$ cat config.mk
export PLATFORM = sky130hd
export DESIGN_NAME = control_unit
export DESIGN_NICKNAME = d
export VERILOG_FILES = /design/src/rtl/cpu_pkg.sv /design/src/rtl/cu_decoder.sv /design/src/rtl/control_unit.sv
export SDC_FILE = /design/constraint.sdc
export NUM_CORES = 1
export LEC_CHECK = 0
export BUFFER_PORTS_ARGS = -buffer_cell sky130_fd_sc_hd__buf_2
export CORE_ASPECT_RATIO = 1.1
export CORE_MARGIN = 4
export CORE_UTILIZATION = 47
export CTS_BUF_LIST = sky130_fd_sc_hd__clkbuf_4 sky130_fd_sc_hd__clkbuf_8 sky130_fd_sc_hd__clkbuf_16
export CTS_CLUSTER_SIZE = 30
export DETAILED_ROUTE_END_ITERATION = 8
export PLACE_DENSITY = 0.78
export REMOVE_ABC_BUFFERS = 1
export SLEW_MARGIN = 20
export SYNTH_ARGS = -nofsm -noshare
export SYNTH_HDL_FRONTEND = slang
export SYNTH_SLANG_ARGS = --single-unit
$ cat constraint.sdc
create_clock -name clk_i -period 2.4 [get_ports clk_i]
set_input_delay 0.12 -clock clk_i [delete_from_list [all_inputs] [get_ports clk_i]]
set_output_delay 0.12 -clock clk_i [all_outputs]
set_load 0.03 [all_outputs]
$ cat src/rtl/cpu_pkg.sv
// Shared constants for the accumulator CPU: opcodes, ALU op codes,
// jump conditions and the control_unit state encoding.
package cpu_pkg;

  localparam int unsigned OPC_W    = 4;
  localparam int unsigned ALU_OP_W = 3;
  localparam int unsigned COND_W   = 2;
  localparam int unsigned STATE_W  = 3;

  localparam logic [OPC_W-1:0] OP_NOP = 4'h0;
  localparam logic [OPC_W-1:0] OP_LDA = 4'h1;
  localparam logic [OPC_W-1:0] OP_ADD = 4'h2;
  localparam logic [OPC_W-1:0] OP_SUB = 4'h3;
  localparam logic [OPC_W-1:0] OP_STA = 4'h4;
  localparam logic [OPC_W-1:0] OP_JMP = 4'h5;
  localparam logic [OPC_W-1:0] OP_JZ  = 4'h6;
  localparam logic [OPC_W-1:0] OP_JC  = 4'h7;
  localparam logic [OPC_W-1:0] OP_HLT = 4'hF;

  localparam logic [ALU_OP_W-1:0] ALU_ADD  = 3'b000;
  localparam logic [ALU_OP_W-1:0] ALU_SUB  = 3'b001;
  localparam logic [ALU_OP_W-1:0] ALU_PASS = 3'b010;

  localparam logic [COND_W-1:0] COND_ALWAYS = 2'd0;
  localparam logic [COND_W-1:0] COND_Z      = 2'd1;
  localparam logic [COND_W-1:0] COND_C      = 2'd2;

  localparam logic [STATE_W-1:0] ST_IDLE   = 3'd0;
  localparam logic [STATE_W-1:0] ST_FETCH  = 3'd1;
  localparam logic [STATE_W-1:0] ST_DECODE = 3'd2;
  localparam logic [STATE_W-1:0] ST_EXEC   = 3'd3;
  localparam logic [STATE_W-1:0] ST_HALT   = 3'd4;

endpackage

$ cat src/rtl/cu_decoder.sv
// Combinational opcode decoder for control_unit.
// Ports:
//   opcode_i   instruction opcode field
//   is_alu_o   LDA/ADD/SUB (memory read + accumulator load)
//   is_sta_o   STA (memory write)
//   is_jmp_o   JMP/JZ/JC
//   is_hlt_o   HLT
//   cond_o     jump condition (always / Z / C)
//   alu_op_o   ALU operation for ALU instructions
//   illegal_o  undefined opcode
module cu_decoder
  import cpu_pkg::*;
(
  input  logic [OPC_W-1:0]    opcode_i,
  output logic                is_alu_o,
  output logic                is_sta_o,
  output logic                is_jmp_o,
  output logic                is_hlt_o,
  output logic [COND_W-1:0]   cond_o,
  output logic [ALU_OP_W-1:0] alu_op_o,
  output logic                illegal_o
);

  always_comb begin
    is_alu_o  = 1'b0;
    is_sta_o  = 1'b0;
    is_jmp_o  = 1'b0;
    is_hlt_o  = 1'b0;
    cond_o    = COND_ALWAYS;
    alu_op_o  = ALU_ADD;
    illegal_o = 1'b0;
    case (opcode_i)
      OP_NOP: ;
      OP_LDA: begin is_alu_o = 1'b1; alu_op_o = ALU_PASS; end
      OP_ADD: begin is_alu_o = 1'b1; alu_op_o = ALU_ADD;  end
      OP_SUB: begin is_alu_o = 1'b1; alu_op_o = ALU_SUB;  end
      OP_STA: is_sta_o = 1'b1;
      OP_JMP: is_jmp_o = 1'b1;
      OP_JZ:  begin is_jmp_o = 1'b1; cond_o = COND_Z; end
      OP_JC:  begin is_jmp_o = 1'b1; cond_o = COND_C; end
      OP_HLT: is_hlt_o = 1'b1;
      default: illegal_o = 1'b1;
    endcase
  end

endmodule

$ cat src/rtl/control_unit.sv
// Fetch/decode/execute sequencer for the accumulator CPU. Owns PC, IR and
// the latched Z/C flags; drives the memory handshake, ALU op select and
// accumulator write strobe.
// Ports:
//   clk_i, rst_ni        clock, async active-low reset
//   run_i                allow the next fetch
//   mem_req_o/we_o/addr_o  memory request (held until mem_ack_i)
//   mem_ack_i, mem_rdata_i memory completion and read data
//   alu_op_o             ALU op select (EXEC only)
//   alu_fz_i, alu_fc_i   ALU flags
//   acc_we_o             accumulator load strobe
//   pc_o, ir_o, fz_o, fc_o, halted_o, illegal_o  architectural state
module control_unit
  import cpu_pkg::*;
#(
  parameter int unsigned DATA_W = 8,
  parameter int unsigned ADDR_W = 4
) (
  input  logic                clk_i,
  input  logic                rst_ni,
  input  logic                run_i,
  output logic                mem_req_o,
  output logic                mem_we_o,
  output logic [ADDR_W-1:0]   mem_addr_o,
  input  logic                mem_ack_i,
  input  logic [DATA_W-1:0]   mem_rdata_i,
  output logic [ALU_OP_W-1:0] alu_op_o,
  input  logic                alu_fz_i,
  input  logic                alu_fc_i,
  output logic                acc_we_o,
  output logic [ADDR_W-1:0]   pc_o,
  output logic [DATA_W-1:0]   ir_o,
  output logic                fz_o,
  output logic                fc_o,
  output logic                halted_o,
  output logic                illegal_o
);

  logic [STATE_W-1:0] state_q, state_d;
  logic [ADDR_W-1:0]  pc_q, pc_d;
  logic [DATA_W-1:0]  ir_q, ir_d;
  logic               fz_q, fz_d;
  logic               fc_q, fc_d;
  logic               illegal_q, illegal_d;

  logic                dec_alu, dec_sta, dec_jmp, dec_hlt, dec_illegal;
  logic [COND_W-1:0]   dec_cond;
  logic [ALU_OP_W-1:0] dec_alu_op;
  logic                jump_taken;

  cu_decoder u_dec (
    .opcode_i  (ir_q[DATA_W-1 -: OPC_W]),
    .is_alu_o  (dec_alu),
    .is_sta_o  (dec_sta),
    .is_jmp_o  (dec_jmp),
    .is_hlt_o  (dec_hlt),
    .cond_o    (dec_cond),
    .alu_op_o  (dec_alu_op),
    .illegal_o (dec_illegal)
  );

  // Jumps test the flags latched by earlier instructions.
  always_comb begin
    jump_taken = 1'b0;
    case (dec_cond)
      COND_ALWAYS: jump_taken = 1'b1;
      COND_Z:      jump_taken = fz_q;
      COND_C:      jump_taken = fc_q;
      default:     jump_taken = 1'b0;
    endcase
  end

  // Next-state and handshake/strobe outputs; all of them are gated by the
  // state register so an async reset drops them immediately.
  always_comb begin
    state_d    = state_q;
    pc_d       = pc_q;
    ir_d       = ir_q;
    fz_d       = fz_q;
    fc_d       = fc_q;
    illegal_d  = illegal_q;
    mem_req_o  = 1'b0;
    mem_we_o   = 1'b0;
    mem_addr_o = pc_q;
    alu_op_o   = ALU_ADD;
    acc_we_o   = 1'b0;
    case (state_q)
      ST_IDLE: begin
        if (run_i) state_d = ST_FETCH;
      end
      ST_FETCH: begin
        mem_req_o = 1'b1;
        if (mem_ack_i) begin
          ir_d    = mem_rdata_i;
          pc_d    = pc_q + ADDR_W'(1);
          state_d = ST_DECODE;
        end
      end
      ST_DECODE: begin
        if (dec_illegal) begin
          illegal_d = 1'b1;
          state_d   = ST_HALT;
        end else if (dec_hlt) begin
          state_d = ST_HALT;
        end else if (dec_alu || dec_sta) begin
          state_d = ST_EXEC;
        end else begin
          if (dec_jmp && jump_taken) pc_d = ir_q[ADDR_W-1:0];
          state_d = ST_IDLE;
        end
      end
      ST_EXEC: begin
        mem_req_o  = 1'b1;
        mem_we_o   = dec_sta;
        mem_addr_o = ir_q[ADDR_W-1:0];
        if (dec_alu) alu_op_o = dec_alu_op;
        if (mem_ack_i) begin
          if (dec_alu) begin
            acc_we_o = 1'b1;
            fz_d     = alu_fz_i;
            fc_d     = alu_fc_i;
          end
          state_d = ST_IDLE;
        end
      end
      ST_HALT: ;
      default: state_d = ST_IDLE;
    endcase
  end

  // Architectural state registers.
  always_ff @(posedge clk_i or negedge rst_ni) begin
    if (!rst_ni) begin
      state_q   <= ST_IDLE;
      pc_q      <= '0;
      ir_q      <= '0;
      fz_q      <= 1'b0;
      fc_q      <= 1'b0;
      illegal_q <= 1'b0;
    end else begin
      state_q   <= state_d;
      pc_q      <= pc_d;
      ir_q      <= ir_d;
      fz_q      <= fz_d;
      fc_q      <= fc_d;
      illegal_q <= illegal_d;
    end
  end

  assign pc_o      = pc_q;
  assign ir_o      = ir_q;
  assign fz_o      = fz_q;
  assign fc_o      = fc_q;
  assign halted_o  = (state_q == ST_HALT);
  assign illegal_o = illegal_q;

endmodule

-- Yosys cells after proc, flatten, opt, wreduce, memory -nomap -nowiden
Index checks and enable logic that the tools add are counted.
- add/sub/neg operators: 1
- equality and inequality tests: 21
- multiplexer cells: 28
- bitwise operators: 2
- reductions and logical operators: 15
- operators with widths (operator ; count):
    2-to-1 mux 4 bit ; 6
    2-to-1 mux 3 bit ; 7
    equality test 4 x 3 -> 1 bit (second input constant) ; 4
    one-hot mux 3 bit (5 select lines) ; 1
    != test 2 bit (second input constant) ; 7
    2-to-1 mux 1 bit ; 9
    OR reduction 9 bit ; 1
    equality test 4 x 2 -> 1 bit (second input constant) ; 2
    one-hot mux 2 bit (2 select lines) ; 2
    one-hot mux 4 bit (2 select lines) ; 1
    equality test 3 x 2 -> 1 bit (second input constant) ; 2
    AND reduction 6 bit ; 1
    OR reduction 3 bit ; 2
    adder 4 x 1 -> 4 bit (second input constant) ; 1
    equality test 4 x 1 -> 1 bit (second input constant) ; 1
    equality test 4 bit (second input constant) ; 1
    zero test 4 bit ; 1
    AND reduction 2 bit ; 2
    AND reduction 4 bit ; 1
    equality test 3 x 1 -> 1 bit (second input constant) ; 1
    equality test 3 bit (second input constant) ; 1
    zero test 3 bit ; 1
    one-hot mux 1 bit (3 select lines) ; 1
    AND reduction 3 bit ; 1
    9 further kinds ; 10
- register bits after elaboration: 18
- input port bits: 14
- output and inout port bits: 26
- logic and storage cells: 73

-- Logic depth before layout (Yosys ltp)
Gate-level depths: netlist of the first run.
- depth after elaboration: 10
- mapped depth: 6
- depth with buffers taken out: 5

-- Modules after synthesis
Synthesis of the first run repeated with hierarchy kept, for this count alone.
- cells, all modules: 109
- area, all modules: 1126.1 um^2
- by module, submodules not included (module ; instances ; cells each ; area an instance (um^2) ; seq. area each (um^2)):
    control_unit ; 1 ; 93 ; 1032.2 ; 450.4
    cu_decoder ; 1 ; 16 ; 93.8 ; 0.0

-- Least setup slack after synthesis of the first run
No wires, ideal clock.
- kind: flip-flop to flip-flop
- start: register state_q[2]
- end: register fc_q, in the netlist fc_o
- setup time: 125 ps
- arrival time: 1777 ps
- slack: 498 ps
- stages on the path, launching flop included: 6
- buffers on the path: 1
- clock period less this slack: 1902 ps
- cells stage by stage: dfrtp_1 buf_6 nand3b_4 or3_4 nor3b_4 mux2_4
- longest elaborated chain between the ends: 2
- ends and longest elaborated chain (element ; line ; RTL):
    start: declaration ; control_unit.sv:39 ; logic [STATE_W-1:0] state_q, state_d;
    start signal: assignment ; control_unit.sv:141 ; state_q <= state_d;
    equality test 3 x 2 -> 1 bit ; control_unit.sv:87 ; case (state_q)
    AND reduction 3 bit (no source line) ; n/a ;
    end signal: assignment ; control_unit.sv:138 ; fc_q <= 1'b0;
    end signal: assignment ; control_unit.sv:145 ; fc_q <= fc_d;
    end: declaration ; control_unit.sv:43 ; logic fc_q, fc_d;
Every way passes these cells.
A chain may end at the register's enable or synchronous reset.

-- Final worst setup path of the first run
- start: register state_q[2]
- end: output port acc_we_o
- longest elaborated chain between the ends: 2
- ends and longest elaborated chain (element ; line ; RTL):
    equality test 3 x 2 -> 1 bit ; control_unit.sv:87 ;
    2-to-1 mux 1 bit ; control_unit.sv:87 ;
    end: declaration ; control_unit.sv:30 ; output logic acc_we_o,
Every way passes these cells.

==> results of run 1 <==
stage by stage:
step	hold WS [ns]	worst slack [ns]	instance area (um^2)	std cells	power, mW
6_report	0.02347	0.3621	1259	155	2.005
5_1_grt	0.01202	0.2319	1259	155	2.141
2_1_floorplan	-0.1756	0.5046	979.7	83	1.492
4_1_cts	0.01850	0.3610	1259	155	2.015
3_3_place_gp	0.06968	0.6686	1212	150	1.792
3_5_place_dp	0.07049	0.6204	1212	150	1.823
tightest hold or removal path, delay by kind of cell:
kind                   cells  cell delay (ns)
AO/OA/AOI/OAI              1             0.05
buffers and inverters      1             0.08
AND/OR/NAND/NOR            1             0.03
cell type report:
type / instances / area (um^2) / area share (%)
repair buffers: 40 / 207.7 / 16.50
well taps: 28 / 35.03 / 2.783
inverters: 2 / 7.507 / 0.5964
flip-flops and latches: 18 / 450.4 / 35.79
clock buffers: 4 / 36.28 / 2.883
multi-input cells: 63 / 521.8 / 41.45
layout by cell type (no fill, tap or decap), drive strengths merged, types with 3 or more instances in the layout:
cell     n
buf     39
clkbuf   4
dfrtp   18
mux2    13
nand2    6
nor2     5
nor3b    5
o21ai    3
cell usage after synthesis (2+ instances only):
cell      count  share of area (%)
dfrtp_1      18                 44
mux2_2       10                 11
nand2_1       6                2.2
nor2_1        5                1.8
buf_4         3                2.2
nor3b_1       3                2.2
o21ai_0       3                1.5
a211oi_1      2                1.5
a21o_1        2                1.5
a31oi_1       2                1.2
and2b_1       2                1.5
inv_1         2               0.74
mux2_4        2                2.9
nand2b_1      2                1.2
nor3b_4       2                3.7
o21a_1        2                1.5
xnor2_1       2                1.7
power groups by stage:
stage	sequential, mW	combinational, mW	clock (mW)
after floorplan	0.860	0.632	0
after global placement	0.645	1.15	0
after detailed placement	0.660	1.16	0
after CTS	0.655	1.17	0.192
after global routing	0.692	1.24	0.210
final	0.657	1.16	0.189
cell families (layout without fill, tap and decap cells):
| group | Yosys count | after routing |
|---|---|---|
| simple gates | 29 | 29 |
| mux | 13 | 13 |
| other cells | 1 | 1 |
| flops | 18 | 18 |
| fa+ha+maj | 1 | 1 |
| compound gates | 17 | 17 |
| buf+inv | 7 | 46 |
| xor+xnor | 2 | 2 |
registers in the layout (all words and copies together), names as in the netlist:
name       flops
fz_o           1
state_q        3
illegal_o      1
pc_o           4
fc_o           1
ir_o           8
how the worst max path moves through the flow:
stage,startpoint,to,slack (ns)
after floorplan,state_q[2],fc_o,0.50
after global placement,state_q[2],fz_o,0.67
after detailed placement,state_q[0],fz_o,0.62
after CTS,state_q[0],acc_we_o,0.36
after global routing,state_q[0],acc_we_o,0.23
final,state_q[2],acc_we_o,0.36
per-layer routing:
| metal | up-vias | track usage (%) |
|---|---|---|
| met2 | 35 | 27.30 |
| met3 | 2 | 3.714 |
| met1 | 401 | 21.59 |
| met4 | 0 | 9.854 |
| met5 | - | 0 |
| li1 | 395 | - |
==> flow_metrics.env, run 1 <==
export IMPL_post_cts_setup_buffer_count=0
export IMPL_start_util_pct=49.88
export IMPL_avgSynthCellArea_um2=11.57
export IMPL_synthArstFlopShare_pct=100.0
export IMPL_rsz0062_at_grt="no"
export IMPL_first_global_vias=840
export IMPL_grt_util_all_layers_pct=17.43
export IMPL_cts_hold_buf=1
export IMPL_synthSimpleGateAreaFrac_pct=21.01
export IMPL_cts_htree_levels=1
export IMPL_p_leak_nw=0.6283
export IMPL_endpoint_kind="output port"
export IMPL_hold_violations=0
export IMPL_dr_pass1_iters=4
export IMPL_antenna_found_initial=0
export IMPL_ant_nets=0
export IMPL_synthFlopType="dfrtp_1"
export IMPL_hpwlAfterDp_um=1716
export IMPL_synth_xor_area_share_pct=1.720
export IMPL_antenna_cells=0
export IMPL_ff2ff_setup_slack_ns=0.60
export IMPL_r2r_cells=4
export IMPL_drc=0
export IMPL_dr_wl_met2_um=1153
export IMPL_rows=17
export IMPL_p_int_mw=1.011
export IMPL_vdd_ir_drop_max_uv=993.4
export IMPL_period_needed_ns=2.038
export IMPL_skew_ns=0.003153
export IMPL_critical_path_cell_chain="nand3b_4 > or3_4 > nor3b_4 > buf_2"
export IMPL_pin_count=40
export IMPL_placement_io_buffers=38
export IMPL_vias=833
export IMPL_worst_slew_pin_slew_ns=0.5393
export IMPL_cts_buffer_depth=2
export IMPL_tritoncts="built"
export IMPL_clockPowerShare_pct=9.4
export IMPL_layout_nets=143
export IMPL_wl_met1_um=958
export IMPL_crit_type="flop to output port"
export IMPL_worst_path_max_delay_cell="dfrtp_1"
export IMPL_seq_area_frac_synth_pct=44.23
export IMPL_seq_power_share_pct=32.8
export IMPL_cap_violations=0
export IMPL_muxShareOfSynthArea_pct=15.11
export IMPL_setup_viol=0
export IMPL_slowest_delay_ns=0.49
export IMPL_synth_edff_count=0
export IMPL_swShare_pct=49.57
export IMPL_synthAdderAreaFrac_pct=1.229
export IMPL_clock_sinks=18
export IMPL_nFillCells=182
export IMPL_postLayoutCoreUtil_pct=61.64
export IMPL_grt_pass1_wl_um=3870
export IMPL_worst_r2r_endpoint="fc_o"
export IMPL_clk_pin_slew_worst_paths_ns=0.11
export IMPL_grt_max_degree=19
export IMPL_gp_routability_congestion=0.7876
export IMPL_areaGrowthSynthToFinish_pct=23.59
export IMPL_die_w_um=52.39
export IMPL_synth_seq_cells=18
export IMPL_wl_met3_um=143
export IMPL_post_route_period_util_pct=84.91
export IMPL_maxSlewHeadroom_pct=64.01
export IMPL_top_layer="met4"
export IMPL_fmaxAchievable_ghz=0.4907
export IMPL_drive_above_1_share_pct=48.82
export IMPL_insertion_delay_ns=0.29
export IMPL_coreArea_mm2=0.002042
export IMPL_yosysWarnings=0
export IMPL_grt_ovfl_total=0
export IMPL_synth_compound_area_share_pct=11.79
export IMPL_status="complete, no violations"
export IMPL_routedWlPerCell_um=14.71
export IMPL_hold_path_depth=3
export IMPL_drt_wl_total_um=2280
export IMPL_die_area_mm2=0.002977
export IMPL_dieHeight_um=56.82
export IMPL_yosysUniqueCellTypes=37
export IMPL_pwr_share_comb_pct=57.8
export IMPL_power_switching_uw=993.8
export IMPL_powerDensity_mw_per_mm2=1593
export IMPL_finalSetupTns_ns=0
export IMPL_cp_num_cells=4
export IMPL_holdPathEnd="ir_o[7]"
export IMPL_drv_slew=0
export IMPL_cp_start_kind="flop"
export IMPL_cp_max_fo=9
export IMPL_syn_area_mm2=0.001018
export IMPL_worstHoldStart="mem_rdata_i[7]"
export IMPL_clockRootBuffer="clkbuf_4"
export IMPL_numCtsBuffers=3
export IMPL_worstHoldPathType="input pin to flop"
export IMPL_cp_top_family="simple AND/OR/NAND/NOR gates"
export IMPL_first_iter_violations=10
export IMPL_rr_startpoint="state_q[2]"
export IMPL_worstPathRequired_ns=2.28
export IMPL_cp_arrival_ns=1.92
export IMPL_post_cts_resized=0
export IMPL_syn_instance_count=88
export IMPL_routed_via_density=5.374
export IMPL_synth_top_family_by_area="simple AND/OR/NAND/NOR gates"
export IMPL_crit_buf_inv=1
No activity file was read; power rests on OpenSTA's default activity.
==> run 2: changes to the inputs <==
Clock period 2.4 ns to 2.14 ns, I/O delays scaled along.
==> flow_metrics.env, run 2 (synthesis gave the netlist of run 1 again) <==
export IMPL_status="complete, no violations"
export IMPL_rows=17
export IMPL_cts_buffer_depth=2
export IMPL_worstPathRequired_ns=2.03
export IMPL_dieHeight_um=56.82
export IMPL_first_iter_violations=14
export IMPL_die_w_um=52.39
export IMPL_rsz0062_at_grt="no"
export IMPL_pin_count=40
export IMPL_setup_viol=0
export IMPL_final_cell_mix="buf_2 (38), dfrtp_1 (17), mux2_2 (10), nand2_1 (6), nor2_1 (5)"
export IMPL_ant_nets=0
export IMPL_drc=0
export IMPL_period_needed_ns=2.016
export IMPL_routed_via_density=5.323
export IMPL_crit_type="flop to output port"
export IMPL_endpoint_kind="output port"
export IMPL_largest_reg_flops=8
export IMPL_fmaxAchievable_ghz=0.4961
export IMPL_antenna_found_initial=0
export IMPL_postLayoutCellArea_mm2=0.001260
export IMPL_post_route_period_util_pct=94.20
export IMPL_tritoncts="built"
export IMPL_antenna_cells=0
export IMPL_clockRootBuffer="clkbuf_4"
export IMPL_mostFrequentLayoutCell="buf_2"
export IMPL_drive_above_1_share_pct=49.61
export IMPL_grt_util_all_layers_pct=16.09
export IMPL_coreArea_mm2=0.002042
export IMPL_fin_ws_ns=0.1242
export IMPL_finalPower_mw=2.238
export IMPL_hold_violations=0
export IMPL_vias=825
export IMPL_routedWlPerCell_um=13.96
export IMPL_vdd_ir_drop_max_uv=1127
export IMPL_finalSetupTns_ns=0
export IMPL_dpl_instance_area_mm2=0.001212
export IMPL_grt_max_degree=19
export IMPL_die_area_mm2=0.002977
export IMPL_worstHoldPathType="input pin to flop"
export IMPL_insertion_delay_ns=0.29
export IMPL_layout_nets=143
export IMPL_cts_htree_levels=1
export IMPL_powerDensity_mw_per_mm2=1777
export IMPL_skew_ns=0.003406
export IMPL_grt_ovfl_total=0
export IMPL_start_util_pct=49.88
export IMPL_drt_wl_total_um=2164
export IMPL_worst_slew_pin_slew_ns=0.5345
export IMPL_grt_pass1_wl_um=3698
export IMPL_cp_start_kind="flop"
export IMPL_clk_pin_slew_worst_paths_ns=0.10
export IMPL_whs_ns=0.01634
export IMPL_drv_slew=0
export IMPL_clock_sinks=18
export IMPL_placement_io_buffers=38
export IMPL_dp_slack_ns=0.3504
export IMPL_numCtsBuffers=3
export IMPL_gp_routability_congestion=0.7890
export IMPL_cp_max_fo=9
export IMPL_areaGrowthSynthToFinish_pct=23.71
export IMPL_cp_arrival_ns=1.91
export IMPL_dr_pass1_iters=4
export IMPL_cap_violations=0
export IMPL_hpwlAfterDp_um=1676
export IMPL_maxSlewHeadroom_pct=64.33
export IMPL_first_global_vias=824
export IMPL_p_leak_nw=0.6273
## run 2: cell counts in the layout (fill, tap and decap cells not counted)
Identical to the previous run, type by type.
## run 2: per-stage QoR
| step | std cells | utilization [%] |
|---|---|---|
| 2_1_floorplan | 83 | - |
| 3_3_place_gp | 150 | 59.38 |
| 3_5_place_dp | 150 | 59.38 |
| 4_1_cts | 155 | 61.64 |
| 5_1_grt | 155 | 61.70 |
| 6_report | 155 | 61.70 |
## run 2: layer usage
| metal | track usage (%) | share of wire, % | wire length [um] |
|---|---|---|---|
| met1 | 20.97 | 45 | 968 |
| met2 | 25.00 | 49 | 1058 |
| met3 | 4.509 | 5.5 | 120 |
| met4 | 5.839 | 0.74 | 16 |
| met5 | 0 | 0 | 0 |
## run 2: repair_timing
item / in CTS / in global routing
hold buffers: 1 / 0
setup buffers: 0 / 0
setup endpoints to repair: 0 / 1
hold endpoints to repair: 18 / 0
resized for setup: 0 / 1
## run 2: worst max-delay path: stages (launching register included)
cell and delay, ns:
dfrtp_1 0.49, nand3b_4 0.25, or3_4 0.38, nor3b_4 0.26
buf_2 0.25
## run 2: final timing paths
kind                                      from  depth (start not counted)  slack [ns]          to
worst max-delay path                state_q[2]                          4        0.12    acc_we_o
worst min-delay path            mem_rdata_i[7]                          3        0.02     ir_o[7]
worst max register to register      state_q[2]                          4        0.34        fz_o
worst min register to register       illegal_o                          1        0.48   illegal_o
max in group asynchronous               rst_ni                          2        1.58  state_q[0]
min in group asynchronous               rst_ni                          2        0.26     ir_o[3]
## run 2: power by group
group          total (mW)  switching (mW)  internal (mW)  leakage, nW
logic                1.30           0.769          0.529        0.393
registers           0.735           0.230          0.505        0.213
clock network       0.206           0.102          0.103       0.0210
## run 2: area by class of cell
| class | count | area [um^2] |
|---|---|---|
| fill | 177 | 782.0 |
| sequential | 18 | 451.7 |
| multi-input combinational | 63 | 521.8 |
| timing repair buffer | 40 | 207.7 |
| inverter | 2 | 7.507 |
| tap | 28 | 35.03 |
| clock buffer | 4 | 36.28 |
==> run 3: changes to the inputs <==
Settings changed: CORE_UTILIZATION 47 to 43, PLACE_DENSITY 0.78 to 0.75.
Clock period 2.14 ns to 1.8 ns, I/O delays scaled along.
==> flow_metrics.env, run 3 (synthesis gave the netlist of run 1 again) <==
export IMPL_status="complete, no violations"
export IMPL_die_area_mm2=0.003212
export IMPL_seq_power_share_pct=30.4
export IMPL_vdd_ir_drop_max_uv=1203
export IMPL_routed_via_density=5.357
export IMPL_worstHoldPathType="input pin to flop"
export IMPL_startpoint="state_q[2]"
export IMPL_ff2ff_setup_slack_ns=0.08
export IMPL_areaGrowthSynthToFinish_pct=33.29
export IMPL_skew_ns=0.002827
export IMPL_post_route_period_util_pct=99.82
export IMPL_insertion_delay_ns=0.29
export IMPL_grt_util_all_layers_pct=17.45
export IMPL_gp_routability_congestion=0.7089
export IMPL_cts_buffer_depth=2
export IMPL_hpwlAfterDp_um=1860
export IMPL_power_switching_mw=1.374
export IMPL_grt_ovfl_total=0
export IMPL_drv_slew=0
export IMPL_pwr_share_comb_pct=60.7
export IMPL_placement_io_buffers=38
export IMPL_first_global_vias=876
export IMPL_p_leak_nw=0.6810
export IMPL_vias=900
export IMPL_whs_ns=0.01751
export IMPL_dr_pass1_iters=6
export IMPL_worstPathRequired_ns=1.71
export IMPL_cp_arrival_ns=1.71
export IMPL_grt_max_degree=19
export IMPL_layout_nets=154
export IMPL_start_util_pct=45.22
export IMPL_finalSetupTns_ns=0
export IMPL_drc=0
export IMPL_mostFrequentLayoutCell="buf_2"
export IMPL_drive_above_1_share_pct=53.62
export IMPL_p_int_mw=1.460
export IMPL_antenna_found_initial=0
export IMPL_tritoncts="built"
export IMPL_routedWlPerCell_um=14.87
export IMPL_fmaxAchievable_ghz=0.5565
export IMPL_cp_max_fo=3
export IMPL_top_layer="met4"
export IMPL_grt_pass1_wl_um=4057
export IMPL_rows=18
export IMPL_first_iter_violations=16
export IMPL_ant_nets=0
export IMPL_coreArea_mm2=0.002252
export IMPL_die_w_um=54.40
export IMPL_clk_pin_slew_worst_paths_ns=0.11
export IMPL_swShare_pct=48.47
export IMPL_cp_start_kind="flop"
export IMPL_area_sequential_um2=452.9
export IMPL_rr_startpoint="state_q[2]"
export IMPL_wl_met3_um=173
export IMPL_hold_violations=0
export IMPL_final_cell_mix="buf_2 (36), dfrtp_1 (16), buf_4 (12), mux2_2 (10), nand2_1 (6)"
export IMPL_setup_viol=0
export IMPL_clockRootBuffer="clkbuf_4"
export IMPL_pin_count=40
export IMPL_antenna_cells=0
export IMPL_cts_htree_levels=1
export IMPL_wl_met1_um=1050
export IMPL_period_needed_ns=1.797
export IMPL_worstHoldStart="mem_rdata_i[4]"
export IMPL_multi_input_area_um2=521.8
export IMPL_largest_reg_flops=8
export IMPL_clock_sinks=18
export IMPL_cap_violations=0
export IMPL_numCtsBuffers=3
export IMPL_endpoint_kind="output port"
export IMPL_powerDensity_mw_per_mm2=2088
export IMPL_dieHeight_um=59.04
export IMPL_crit_type="flop to output port"
export IMPL_clockPowerShare_pct=8.9
export IMPL_drt_wl_total_um=2498
export IMPL_nFillCells=197
export IMPL_dr_wl_met2_um=1223
-- run 3: power by group through the flow --
stage,clock network [mW],logic [mW],registers (mW)
final,0.253,1.72,0.861
after global routing,0.284,1.84,0.902
after CTS,0.257,1.64,0.879
after detailed placement,0,1.63,0.882
after global placement,0,1.60,0.860
after floorplan,0,0.842,1.15
-- run 3: metal layers --
layer,up-vias,global-route usage (%)
met3,4,2.519
met2,32,28.89
met5,-,0
met4,0,9.609
met1,447,21.29
li1,417,-
-- run 3: per-stage QoR --
step                      instance area, um^2  util, %  total power, mW  cells  setup slack [ns]
after floorplan                         979.7        -            1.990     83          -0.09540
after global placement                   1252    55.61            2.458    157            0.1352
after detailed placement                 1252    55.61            2.507    157           0.08769
after CTS                                1325    58.83            2.780    164           0.01170
after global routing                     1358    60.28            3.031    168          -0.08700
final                                    1358    60.28            2.834    168          0.003187
-- run 3: final cells by class --
type	instances	share of cell area [%]
Sequential cell	18	33.36
Multi-Input combinational cell	63	38.43
Inverter	2	0.5530
Tap cell	30	2.765
Timing Repair Buffer	51	22.21
Clock buffer	4	2.673
-- run 3: worst paths after layout --
kind / endpoint / cells after the start
min in group asynchronous: fz_o / 2
worst min register to register: illegal_o / 1
max in group asynchronous: state_q[0] / 2
worst max register to register: fz_o / 5
worst min-delay path: ir_o[4] / 2
worst max-delay path: alu_op_o[1] / 4
-- run 3: timing repair --
| item | 4_1_cts | 5_1_grt |
|---|---|---|
| gates resized for setup | 4 | 1 |
| pin swaps | 1 | 0 |
| hold buffers | 2 | 0 |
| setup endpoints to repair | 2 | 4 |
| buffers inserted | 1 | 4 |
| hold endpoints to repair | 19 | 0 |
-- run 3: worst max-delay path, cell delays in order (launching register included) --
cell	delay [ns]
dfrtp_1	0.41
nand3b_4	0.16
or3_4	0.36
nor3b_1	0.27
buf_4	0.22
